==> src/rtl/xgmii_rx_monitor_if.sv <==
// xgmii_rx_monitor_if: the XGMII receive bus as the monitor sees it.
// Signals: xgmii_d (lane i = [8i+7:8i]) and xgmii_c (bit i qualifies lane i).
interface xgmii_rx_monitor_if #(
  parameter int DATA_WIDTH = 64,
  parameter int CTRL_WIDTH = DATA_WIDTH/8
);
  logic [DATA_WIDTH-1:0] xgmii_d;
  logic [CTRL_WIDTH-1:0] xgmii_c;

  modport master (
    output xgmii_d,
    output xgmii_c
  );

  modport slave (
    input xgmii_d,
    input xgmii_c
  );
endinterface

==> src/rtl/xgmii_rx_monitor.sv <==
// xgmii_rx_monitor: passive XGMII rx monitor; frame length/status and counters.
// Ports: clk, rst (async high), xgmii (slave d/c), clear, in_frame,
// frame_done, frame_len, frame_bad, good_count, bad_count, sticky_err.
module xgmii_rx_monitor #(
  parameter int DATA_WIDTH  = 64,
  parameter int CTRL_WIDTH  = DATA_WIDTH/8,
  parameter int LEN_WIDTH   = 16,
  parameter int COUNT_WIDTH = 32
) (
  input  logic                   clk,
  input  logic                   rst,
  xgmii_rx_monitor_if.slave      xgmii,
  input  logic                   clear,
  output logic                   in_frame,
  output logic                   frame_done,
  output logic [LEN_WIDTH-1:0]   frame_len,
  output logic                   frame_bad,
  output logic [COUNT_WIDTH-1:0] good_count,
  output logic [COUNT_WIDTH-1:0] bad_count,
  output logic                   sticky_err
);

  localparam logic [7:0] CH_START = 8'hFB;
  localparam logic [7:0] CH_TERM  = 8'hFD;

  localparam logic [LEN_WIDTH-1:0]   LEN_MAX = '1;
  localparam logic [COUNT_WIDTH-1:0] CNT_MAX = '1;

  // START may open a frame only on a column boundary.
  function automatic logic start_lane(int i);
    return (i == 0) || (DATA_WIDTH == 64 && i == 4);
  endfunction

  logic [CTRL_WIDTH-1:0] is_data;
  logic [CTRL_WIDTH-1:0] is_start;
  logic [CTRL_WIDTH-1:0] is_term;

  // ERROR, IDLE and other control all end up in the default arm
  // of the walk below, so only START and TERM need a decode.
  always_comb begin
    for (int i = 0; i < CTRL_WIDTH; i++) begin
      is_data[i]  = !xgmii.xgmii_c[i];
      is_start[i] = xgmii.xgmii_c[i]
                    && xgmii.xgmii_d[8*i +: 8] == CH_START
                    && start_lane(i);
      is_term[i]  = xgmii.xgmii_c[i]
                    && xgmii.xgmii_d[8*i +: 8] == CH_TERM;
    end
  end

  logic                 open_q;
  logic                 bad_q;
  logic [LEN_WIDTH-1:0] len_q;

  logic                 open_n;
  logic                 bad_n;
  logic [LEN_WIDTH-1:0] len_n;
  logic                 close_n;
  logic                 close_bad;
  logic [LEN_WIDTH-1:0] close_len;

  // Serial byte walk over the lanes. If two closes land in one
  // word the later one overwrites the earlier report.
  always_comb begin
    open_n    = open_q;
    bad_n     = bad_q;
    len_n     = len_q;
    close_n   = 1'b0;
    close_bad = 1'b0;
    close_len = '0;
    for (int i = 0; i < CTRL_WIDTH; i++) begin
      unique case (1'b1)
        is_data[i]: begin
          if (open_n && len_n != LEN_MAX)
            len_n = len_n + LEN_WIDTH'(1);
        end
        is_start[i]: begin
          if (open_n) begin
            close_n   = 1'b1;
            close_bad = 1'b1;
            close_len = len_n;
          end
          open_n = 1'b1;
          bad_n  = 1'b0;
          len_n  = '0;
        end
        is_term[i]: begin
          if (open_n) begin
            close_n   = 1'b1;
            close_bad = bad_n;
            close_len = len_n;
            open_n    = 1'b0;
          end
        end
        default: begin
          if (open_n)
            bad_n = 1'b1;
        end
      endcase
    end
  end

  assign in_frame = open_q;

  always_ff @(posedge clk or posedge rst) begin
    if (rst) begin
      open_q     <= 1'b0;
      bad_q      <= 1'b0;
      len_q      <= '0;
      frame_done <= 1'b0;
      frame_len  <= '0;
      frame_bad  <= 1'b0;
      good_count <= '0;
      bad_count  <= '0;
      sticky_err <= 1'b0;
    end else begin
      open_q     <= open_n;
      bad_q      <= bad_n;
      len_q      <= len_n;
      frame_done <= close_n;
      if (close_n) begin
        frame_len <= close_len;
        frame_bad <= close_bad;
      end
      // clear wins over a same-cycle increment
      if (clear) begin
        good_count <= '0;
        bad_count  <= '0;
        sticky_err <= 1'b0;
      end else if (close_n) begin
        if (close_bad) begin
          sticky_err <= 1'b1;
          if (bad_count != CNT_MAX)
            bad_count <= bad_count + COUNT_WIDTH'(1);
        end else if (good_count != CNT_MAX) begin
          good_count <= good_count + COUNT_WIDTH'(1);
        end
      end
    end
  end

endmodule

==> src/flat_wrapper.sv <==
// flat-port wrapper written by rule: the top's interface ports become plain ports
module xgmii_rx_monitor_flat 
#(
  parameter int DATA_WIDTH  = 64,
  parameter int CTRL_WIDTH  = DATA_WIDTH/8,
  parameter int LEN_WIDTH   = 16,
  parameter int COUNT_WIDTH = 32
)
  (clk, rst, clear, in_frame, frame_done, frame_len, frame_bad, good_count, bad_count, sticky_err, xgmii_xgmii_d, xgmii_xgmii_c);
  xgmii_rx_monitor_if #(.DATA_WIDTH(DATA_WIDTH), .CTRL_WIDTH(CTRL_WIDTH)) xgmii_i ();
  input  logic clk;
  input  logic rst;
  input  logic clear;
  output logic in_frame;
  output logic frame_done;
  output logic [LEN_WIDTH-1:0] frame_len;
  output logic frame_bad;
  output logic [COUNT_WIDTH-1:0] good_count;
  output logic [COUNT_WIDTH-1:0] bad_count;
  output logic sticky_err;
  input wire logic [$bits(xgmii_i.xgmii_d)-1:0] xgmii_xgmii_d;
  input wire logic [$bits(xgmii_i.xgmii_c)-1:0] xgmii_xgmii_c;
  assign xgmii_i.xgmii_d = xgmii_xgmii_d;
  assign xgmii_i.xgmii_c = xgmii_xgmii_c;
  xgmii_rx_monitor #(.DATA_WIDTH(DATA_WIDTH), .CTRL_WIDTH(CTRL_WIDTH), .LEN_WIDTH(LEN_WIDTH), .COUNT_WIDTH(COUNT_WIDTH)) u_core (.clk(clk), .rst(rst), .xgmii(xgmii_i), .clear(clear), .in_frame(in_frame), .frame_done(frame_done), .frame_len(frame_len), .frame_bad(frame_bad), .good_count(good_count), .bad_count(bad_count), .sticky_err(sticky_err));
endmodule
==> config.mk <==
export PLATFORM = sky130hd
export DESIGN_NAME = xgmii_rx_monitor_flat
export DESIGN_NICKNAME = d
export VERILOG_FILES = /design/src/rtl/xgmii_rx_monitor_if.sv /design/src/rtl/xgmii_rx_monitor.sv /design/src/flat_wrapper.sv
export SDC_FILE = /design/constraint.sdc
export NUM_CORES = 1
export LEC_CHECK = 0
export CAP_MARGIN = 30
export CORE_ASPECT_RATIO = 0.9
export CORE_UTILIZATION = 45
export DETAILED_ROUTE_END_ITERATION = 12
export GPL_TIMING_DRIVEN = 0
export PLACE_DENSITY = 0.68
export SLEW_MARGIN = 30
export SYNTH_ARGS = -nofsm -noshare
export SYNTH_HDL_FRONTEND = slang
export SYNTH_SLANG_ARGS = --single-unit
==> constraint.sdc <==
create_clock -name clk -period 17.25 [get_ports clk]
set_input_delay 4.3125 -clock clk [delete_from_list [all_inputs] [get_ports clk]]
set_output_delay 4.3125 -clock clk [all_outputs]
set_load 0.02 [all_outputs]
### Word level (Yosys, flattened, before mapping)

Index checks and enable logic that the tools add are counted.

| cells by class | value |
|---|---|
| add/sub/neg operators | 10 |
| equality and inequality tests | 21 |
| muxes and demuxes | 102 |
| reductions and logical operators | 43 |

Operator list:

| kind | count |
|---|---|
| 16-bit 2-to-1 mux | 32 |
| 32-bit 2-to-1 mux | 8 |
| 16-bit by 1-bit adder with 16-bit output, second input constant | 8 |
| 16-bit != test, second input constant | 8 |
| 8-bit == test, second input constant | 10 |
| 32-bit by 1-bit adder with 32-bit output, second input constant | 2 |
| 32-bit != test, second input constant | 2 |
| 16-bit one-hot mux with 2 select lines | 2 |
| 1-bit 2-to-1 mux | 54 |
| 2-bit OR reduction | 10 |
| 1-bit logical AND | 18 |
| 1-bit one-hot mux with 2 select lines | 6 |
| 1-bit zero test | 8 |
| 2-bit nonzero test | 4 |
| 3-bit AND reduction | 2 |
| 2-bit != test, second input constant | 1 |
| 2-bit AND reduction | 1 |

| storage, ports and cells | value |
|---|---|
| bits in registers | 101 |

### Logic depth before layout (Yosys ltp)

Gate-level depths: netlist (run 1).

| logic depth | value |
|---|---|
| depth in word-level cells | 34 |
| depth in mapped cells | 59 |
| mapped depth without buffers | 53 |

### Least setup slack after synthesis (run 1)

No wires, ideal clock.

| path | value |
|---|---|
| path kind | input -> register |
| start point | input xgmii_xgmii_d[5] |
| end point | register u_core.len_q[14] |
| arrival | 15.919 ns |
| required time | 17.171 ns |
| setup slack | 1.251 ns |
| stages | 56 |
| path buffers | 7 |
| path through | nand4_2 > or3_1 > buf_2 > o211a_1 > or2_2 > clkbuf_1 > ha_1 > inv_1 > a2111oi_4 > and2_1 > a31oi_1 > xor2_1 > ha_1 > nand2_1 > or2_2 > a21oi_1 > nand4_1 > nand2_1 > (+20 left out) > nand3_1 > or3_1 > or4b_1 > buf_4 > o31ai_4 > nor2_1 > nor2_1 > ha_1 > nand2_1 > a31oi_1 > nand2_1 > or4_4 > o221ai_1 > and3_4 > and3b_1 > buf_6 > nor4_4 > xor2_1 |

| on the way | value |
|---|---|
| cells in the longest elaborated chain, start to end | 32 |
| elaborated cells on any way between the ends | 48 |
| classes of those cells | add/sub (7); eq/ne (9); mux (23); reduce/logical (9) |

RTL lines:

| element | line | source |
|---|---|---|
| start: declaration | flat_wrapper.sv:21 | `input wire logic [$bits(xgmii_i.xgmii_d)-1:0] xgmii_xgmii_d;` |
| parallel branches: the longest is 31 deep, another holds 16-bit by 1-bit adder with 16-bit output | -- |  |
| 16-bit 2-to-1 mux * | xgmii_rx_monitor.sv:72 | `unique case (1'b1)` |
| via u_core.len_n[14] | xgmii_rx_monitor.sv:57 | `logic [LEN_WIDTH-1:0] len_n;` |
| end signal: assignment | xgmii_rx_monitor.sv:119 | `len_q <= len_n;` |
| end: declaration | xgmii_rx_monitor.sv:53 | `logic [LEN_WIDTH-1:0] len_q;` |

Mark *: on every way through the listed nets, which the timed path passes. The select of a mux whose other input is x is not followed.
A chain may end at the register's enable or synchronous reset.

### Final worst setup path (run 1)

Ends and elaborated chain as after synthesis.

==> flow_summary_export.csv, run 1 <==
group,metric,value,unit
sta,drv_slew,0,
setup_path,cp.required,17.53,ns
setup_path,timing.rr.start,"u_core.len_q[1]$_DFF_PP0_",
sta,max_freq,59.9,MHz
setup_path,worst_r2r_path_depth,57,
run,maxCapViolations,0,
power_and_ir_drop,peakVddDrop,0.141,mV
placement,hpwlAfterDp,33.7,mm
synthesis,synth-edff-count,0,
power_and_ir_drop,p_clk_share,12.4,%
route,routedWlPerCell,21.2,um
synthesis,ys_types,115,
cts,cts_buffers,9,
setup_path,cp-startpoint,"xgmii_xgmii_d[5]",
die,die_area,25700,um2
grt,first_global_vias,11900,
power_and_ir_drop,p_seq_share,18.1,%
setup_path,crit_fanout,10,
outcome,status,"completed",
sta,period_share,96.8,%
setup_path,slowest_stage,"clkdlybuf4s50_1",
cts,ctsRootBufferMaster,"clkbuf_16",
cts,clk_path_buf_depth,2,
grt,grt_pass1_wl,66.5,mm
sta,hold_violations,0,
die,rows,54,
power_and_ir_drop,power.total,1630,uW
synthesis,ys_seq_elements,101,
setup_path,crit_arrival,16.98,ns
synthesis,avgSynthCellArea,7.57,um2
synthesis,syn_area,11300,um2
setup_path,reg2reg_slack,3.87,ns
sta,fin_setup_tns,0,ns
sta,min_period,16.70,ns
synthesis,syn-instance-count,1490,
power_and_ir_drop,intPower,750,uW
setup_path,start_kind,"primary input",
setup_path,worst-setup-path-type,"in -> reg",
die,die_h,152,um
power_and_ir_drop,p_leak,0.00499,uW
cts,hold_buffers,0,
synthesis,yosysSeqAreaShare,22.4,%
route,drt_iter0_markers,1536,
placement,io_buffers,157,
cts,cts.clk_slew.worst_paths,0.08,ns
sta,worst_pin_slew,1.06,ns
worst_hold_path,holdPathStages,1,
cells_and_area,nets,1754,
cells_and_area,utilization,57.1,%
die,pin_count,159,
grt,antenna_found_initial,0,
synthesis,syn_nets,1574,
power_and_ir_drop,pwr-share-comb,69.4,%
cts,htreeDepth,3,
route,dr_total_vias,12800,
route,via_per_inst,6.38,
cts,insertion_delay,0.35,ns
cells_and_area,fill_cells,2392,
power_and_ir_drop,swShare,53.9,%
placement,gp_congestion,0.982,
die,core,24400,um2
cts,cts_tree,"built",
synthesis,synth_warnings,0,
grt,overflow,0,
route,ant_nets,0,
route,drcViolationCount,0,
cells_and_area,n_antenna_cell,0,
power_and_ir_drop,switching_power,878,uW
sta,fin_worst_skew,0.00707,ns
synthesis,ys_dominant_reg_cell,"dfrtp_1",
cells_and_area,area_delta_synth_final,23.4,%
setup_path,cp_slowest_stage_delay,0.50,ns
setup_path,worstSetupEndpointType,"flip-flop",
power_and_ir_drop,p_per_area,117,nW/um2
die,start_util,46.2,%
grt,track_usage,32.7,%
setup_path,reg2reg_to,"u_core.len_q[14]$_DFF_PP0_",
die,die_w,169,um
setup_path,crit_end,"u_core.len_q[14]$_DFF_PP0_",
worst_hold_path,hp-class,"reg -> reg",
cts,cts_sinks,101,
setup_path,cpMostUsedCell,"nand2_1",
grt,grt_start_max_net_pins,70,
synthesis,async_reset_ff_share,100,%
sta,slew_headroom,29.5,%
route,drt_first_pass_iters,6,
cells_and_area,drive_gt1_share,10.1,%
sta,setup_violations,0,
route,wl,42.6,mm
## critical path: cells and delay by family
family / cells / cell delay, ns
xor+xnor: 1 / 0.17
simple gates: 26 / 5.76
mux: 2 / 0.70
fa+ha+maj: 6 / 1.50
compound gates: 13 / 2.75
buf+inv: 8 / 1.76
## metal layers
metal  up-vias  share of wire (%)  wire (um)  GRT usage [%]
li1       5995                  -          -              -
met1      6184                 46      19600           47.9
met2       585                 44      18600           49.5
met3        67                8.1       3450           5.40
met4         0                2.1        885           8.44
met5         -                  0          0              0
## power by group through the flow
| stage | registers [uW] | clock network, uW | logic (uW) |
|---|---|---|---|
| finish | 295 | 202 | 1130 |
| global route | 299 | 217 | 1200 |
| CTS | 295 | 207 | 1060 |
| detailed placement | 299 | 0 | 1040 |
| global placement | 298 | 0 | 1030 |
| floorplan | 307 | 0 | 694 |
## sequential cells by signal, indices dropped and copies added (netlist names)
register           count
u_core.frame_done      1
u_core.good_count     32
u_core.bad_count      32
u_core.len_q          16
u_core.frame_bad       1
u_core.sticky_err      1
u_core.frame_len      16
u_core.in_frame        1
u_core.bad_q           1
## per-stage QoR
step | cells | worst slack (ns) | hold slack [ns] | cell area, um2
after global routing | 2011 | -0.0182 | 0.494 | 13900
final | 2011 | 0.554 | 0.482 | 13900
after detailed placement | 1985 | -2.33 | 0.466 | 13300
after global placement | 1983 | -2.30 | 0.462 | 13300
after floorplan | 1490 | 1.25 | 0.595 | 11300
after CTS | 2006 | 0.00409 | 0.483 | 13700
## layout make-up
cell class	count	area, um2	share of cell area (%)
Buffer	59	264	1.90
Tap cell	336	420	3.02
Clock buffer	9	225	1.62
Multi-Input combinational cell	1299	8600	61.8
Inverter	29	114	0.818
Sequential cell	101	2530	18.2
Clock inverter	7	68.8	0.495
Timing Repair Buffer	171	1700	12.2
## cell families after synthesis
logic type	synth area share, %
compound gates	25.3
buf+inv	3.34
simple gates	35.4
mux	2.40
xor+xnor	10.1
flops	22.4
fa+ha+maj	0.998
## synthesized netlist by cell type (21+ instances only)
library cell | n | area share (%)
xnor2_1 | 56 | 4.3
and3_1 | 33 | 1.8
a31oi_1 | 24 | 1.3
a211oi_1 | 45 | 3.0
o21ai_0 | 62 | 2.8
clkbuf_1 | 42 | 1.4
or3_1 | 21 | 1.2
nand4_1 | 39 | 2.2
nand3_1 | 96 | 4.3
dfrtp_1 | 101 | 22
nor3_1 | 61 | 2.7
o211ai_1 | 22 | 1.5
nor4_1 | 33 | 1.8
inv_1 | 29 | 0.97
nand2_1 | 140 | 4.7
nor2_1 | 193 | 6.4
xor2_1 | 65 | 5.0
a21oi_1 | 65 | 2.9
## placed cells by master (no fill, tap or decap), types with 10 or more instances in the layout
| cell type | n |
|---|---|
| nand4_1 | 39 |
| clkbuf_1 | 39 |
| a31oi_1 | 22 |
| nand3_1 | 96 |
| a21oi_1 | 63 |
| buf_4 | 17 |
| nor3_1 | 57 |
| and3_1 | 33 |
| xnor2_1 | 56 |
| nand2_1 | 139 |
| mux2i_1 | 11 |
| or2_2 | 13 |
| o211ai_1 | 22 |
| a211oi_1 | 45 |
| or4_1 | 13 |
| xor2_1 | 61 |
| nor4_1 | 33 |
| dfrtp_1 | 101 |
| o21a_1 | 11 |
| or3_1 | 20 |
| buf_2 | 13 |
| clkdlybuf4s50_1 | 156 |
| a21o_1 | 17 |
| nor2b_1 | 10 |
| nor2_1 | 191 |
| nand2b_1 | 13 |
| inv_1 | 28 |
| o21ai_0 | 61 |
## what timing repair did
action / 4_1_cts / 5_1_grt
pin swaps: 6 / 5
resized for setup: 18 / 23
hold endpoints to repair: 0 / 0
endpoints found under the setup margin: 32 / 30
setup buffers: 6 / 6
## worst min-delay path by stage
stage | from | endpoint | slack (ns)
finish | u_core.frame_bad$_DFFE_PP0P_ | u_core.frame_bad$_DFFE_PP0P_ | 0.48
global route | u_core.frame_bad$_DFFE_PP0P_ | u_core.frame_bad$_DFFE_PP0P_ | 0.49
CTS | u_core.frame_bad$_DFFE_PP0P_ | u_core.frame_bad$_DFFE_PP0P_ | 0.48
detailed placement | u_core.frame_bad$_DFFE_PP0P_ | u_core.frame_bad$_DFFE_PP0P_ | 0.47
global placement | u_core.frame_bad$_DFFE_PP0P_ | u_core.frame_bad$_DFFE_PP0P_ | 0.46
floorplan | u_core.frame_bad$_DFFE_PP0P_ | u_core.frame_bad$_DFFE_PP0P_ | 0.60
No activity file was read; power rests on OpenSTA's default activity.
==> inputs of run 2 (changes only) <==
CELL_PAD_IN_SITES_DETAIL_PLACEMENT = 0   (was default)
CELL_PAD_IN_SITES_GLOBAL_PLACEMENT = 1   (was default)
CORE_UTILIZATION = 42   (was 45)
HOLD_SLACK_MARGIN = 0.12   (was default)
PLACE_DENSITY = 0.83   (was 0.68)
==> flow_summary_export.csv, run 2 (synthesis gave the netlist of run 1 again) <==
group,metric,value,unit
outcome,status,"completed",
route,wl,42.9,mm
die,pin_count,159,
route,routedWlPerCell,21.2,um
power_and_ir_drop,power.total,1640,uW
sta,worst_pin_slew,0.932,ns
cells_and_area,n_antenna_cell,0,
cts,ctsRootBufferMaster,"clkbuf_16",
setup_path,cp.required,17.51,ns
cells_and_area,fill_cells,2578,
die,core,26200,um2
power_and_ir_drop,p_seq_share,18.0,%
sta,slew_headroom,37.9,%
cts,insertion_delay,0.35,ns
route,via_per_inst,6.33,
power_and_ir_drop,peakVddDrop,0.145,mV
die,rows,56,
power_and_ir_drop,p_leak,0.00502,uW
worst_hold_path,hp-class,"reg -> reg",
sta,fin_setup_tns,0,ns
sta,period_share,96.8,%
placement,io_buffers,157,
route,ant_nets,0,
setup_path,start_kind,"primary input",
setup_path,crit_fanout,10,
die,die_h,157,um
setup_path,cp_slowest_stage_delay,0.51,ns
cells_and_area,reg_top3,"u_core.bad_count: 32 flops, u_core.good_count: 32 flops",
grt,grt_use_met1,45.2,%
grt,grtUsageMet3,4.11,%
sta,fin_worst_skew,0.00666,ns
grt,grt-busiest-layer,"met2",
route,drcViolationCount,0,
cts,cts_sinks,101,
cells_and_area,area_delta_synth_final,23.7,%
placement,gp_congestion,0.963,
placement,hpwlAfterDp,34.2,mm
setup_path,worst-setup-path-type,"in -> reg",
route,dr_total_vias,12800,
cts,cts_tree,"built",
sta,min_period,16.70,ns
die,start_util,43.0,%
cells_and_area,layout_commonest_cell,"nor2_1",
setup_path,worstSetupEndpointType,"flip-flop",
cells_and_area,nets,1753,
route,drt_first_pass_iters,5,
power_and_ir_drop,swShare,52.8,%
cells_and_area,final_cell_area,14000,um2
cts,cts_buffers,9,
grt,track_usage,30.7,%
sta,fin_hold_ws,0.499,ns
grt,gr-usage-met2,47.8,%
sta,hold_violations,0,
sta,drv_slew,0,
power_and_ir_drop,switching_power,867,uW
power_and_ir_drop,p_per_area,118,nW/um2
sta,rsz0062_at_grt,"no",
setup_path,slowest_stage,"clkdlybuf4s50_1",
route,drt_iter0_markers,1185,
setup_path,reg2reg_slack,4.00,ns
die,die_w,175,um
power_and_ir_drop,pwr-share-comb,68.4,%
sta,setup_violations,0,
cells_and_area,final_cell_mix,"nor2_1 (190), clkdlybuf4s50_1 (155), nand2_1 (139)",
cells_and_area,drive_gt1_share,10.0,%
cts,cts.clk_slew.worst_paths,0.07,ns
grt,grt_start_max_net_pins,55,
grt,overflow,0,
cts,htreeDepth,3,
grt,first_global_vias,11800,
power_and_ir_drop,intPower,775,uW
cells_and_area,utilization,53.3,%
placement,postPlaceCellArea,13300,um2
run,maxCapViolations,0,
setup_path,crit_arrival,16.96,ns
grt,grt_pass1_wl,66.4,mm
sta,max_freq,59.9,MHz
die,die_area,27500,um2
cts,clk_path_buf_depth,2,
grt,antenna_found_initial,0,
power_and_ir_drop,p_clk_share,13.6,%
==> run 2: path summary, 6_finish.rpt <==
check | start | cells past startpoint | end
min in group asynchronous | rst | 2 | u_core.bad_count[30]$_DFFE_PP0P_
min | u_core.frame_len[10]$_DFFE_PP0P_ | 2 | u_core.frame_len[10]$_DFFE_PP0P_
max in group asynchronous | rst | 3 | u_core.good_count[13]$_DFFE_PP0P_
max | xgmii_xgmii_d[5] | 54 | u_core.len_q[14]$_DFF_PP0_
max reg2reg | u_core.len_q[1]$_DFF_PP0_ | 55 | u_core.len_q[14]$_DFF_PP0_
min reg2reg | u_core.frame_len[10]$_DFFE_PP0P_ | 2 | u_core.frame_len[10]$_DFFE_PP0P_
==> run 2: area by class of cell <==
class | instances | area (um2) | area share (%)
Clock inverter | 7 | 104 | 0.744
Inverter | 29 | 114 | 0.816
Clock buffer | 9 | 225 | 1.61
Tap cell | 348 | 435 | 3.12
Timing Repair Buffer | 170 | 1690 | 12.1
Multi-Input combinational cell | 1299 | 8600 | 61.6
Sequential cell | 101 | 2530 | 18.1
Buffer | 59 | 264 | 1.89
==> run 2: what timing repair did <==
action	4_1_cts	5_1_grt
hold buffers	0	0
gates resized for setup	22	18
pin swaps	4	5
setup buffers	4	7
setup endpoints to repair	32	27
==> run 2: critical path, delay by kind of cell <==
kind            cells  cell delay, ns
compound gates     12            2.47
xor+xnor            1            0.22
fa+ha+maj           6            1.40
buf+inv             8            1.76
mux                 3            1.11
simple gates       24            5.66
==> run 2: per-stage QoR <==
stage          cells  setup slack, ns
6_report        2022            0.546
5_1_grt         2022          0.00591
4_1_cts         2015           0.0585
3_5_place_dp    1997            -2.34
3_3_place_gp    1995            -2.23
2_1_floorplan   1490             1.25
==> run 2: power groups by stage <==
| stage | logic, uW | registers (uW) | clock network [uW] |
|---|---|---|---|
| 6_report | 1120 | 295 | 224 |
| 5_1_grt | 1200 | 297 | 239 |
| 4_1_cts | 1070 | 294 | 228 |
| 3_5_place_dp | 1040 | 298 | 0 |
| 3_3_place_gp | 1040 | 298 | 0 |
| 2_1_floorplan | 694 | 307 | 0 |
==> run 2: routing by layer <==
metal / wire (um) / vias to the layer above
met5: 0 / -
met2: 19000 / 479
met4: 700 / 0
met1: 20500 / 6280
li1: - / 5997
met3: 2670 / 51
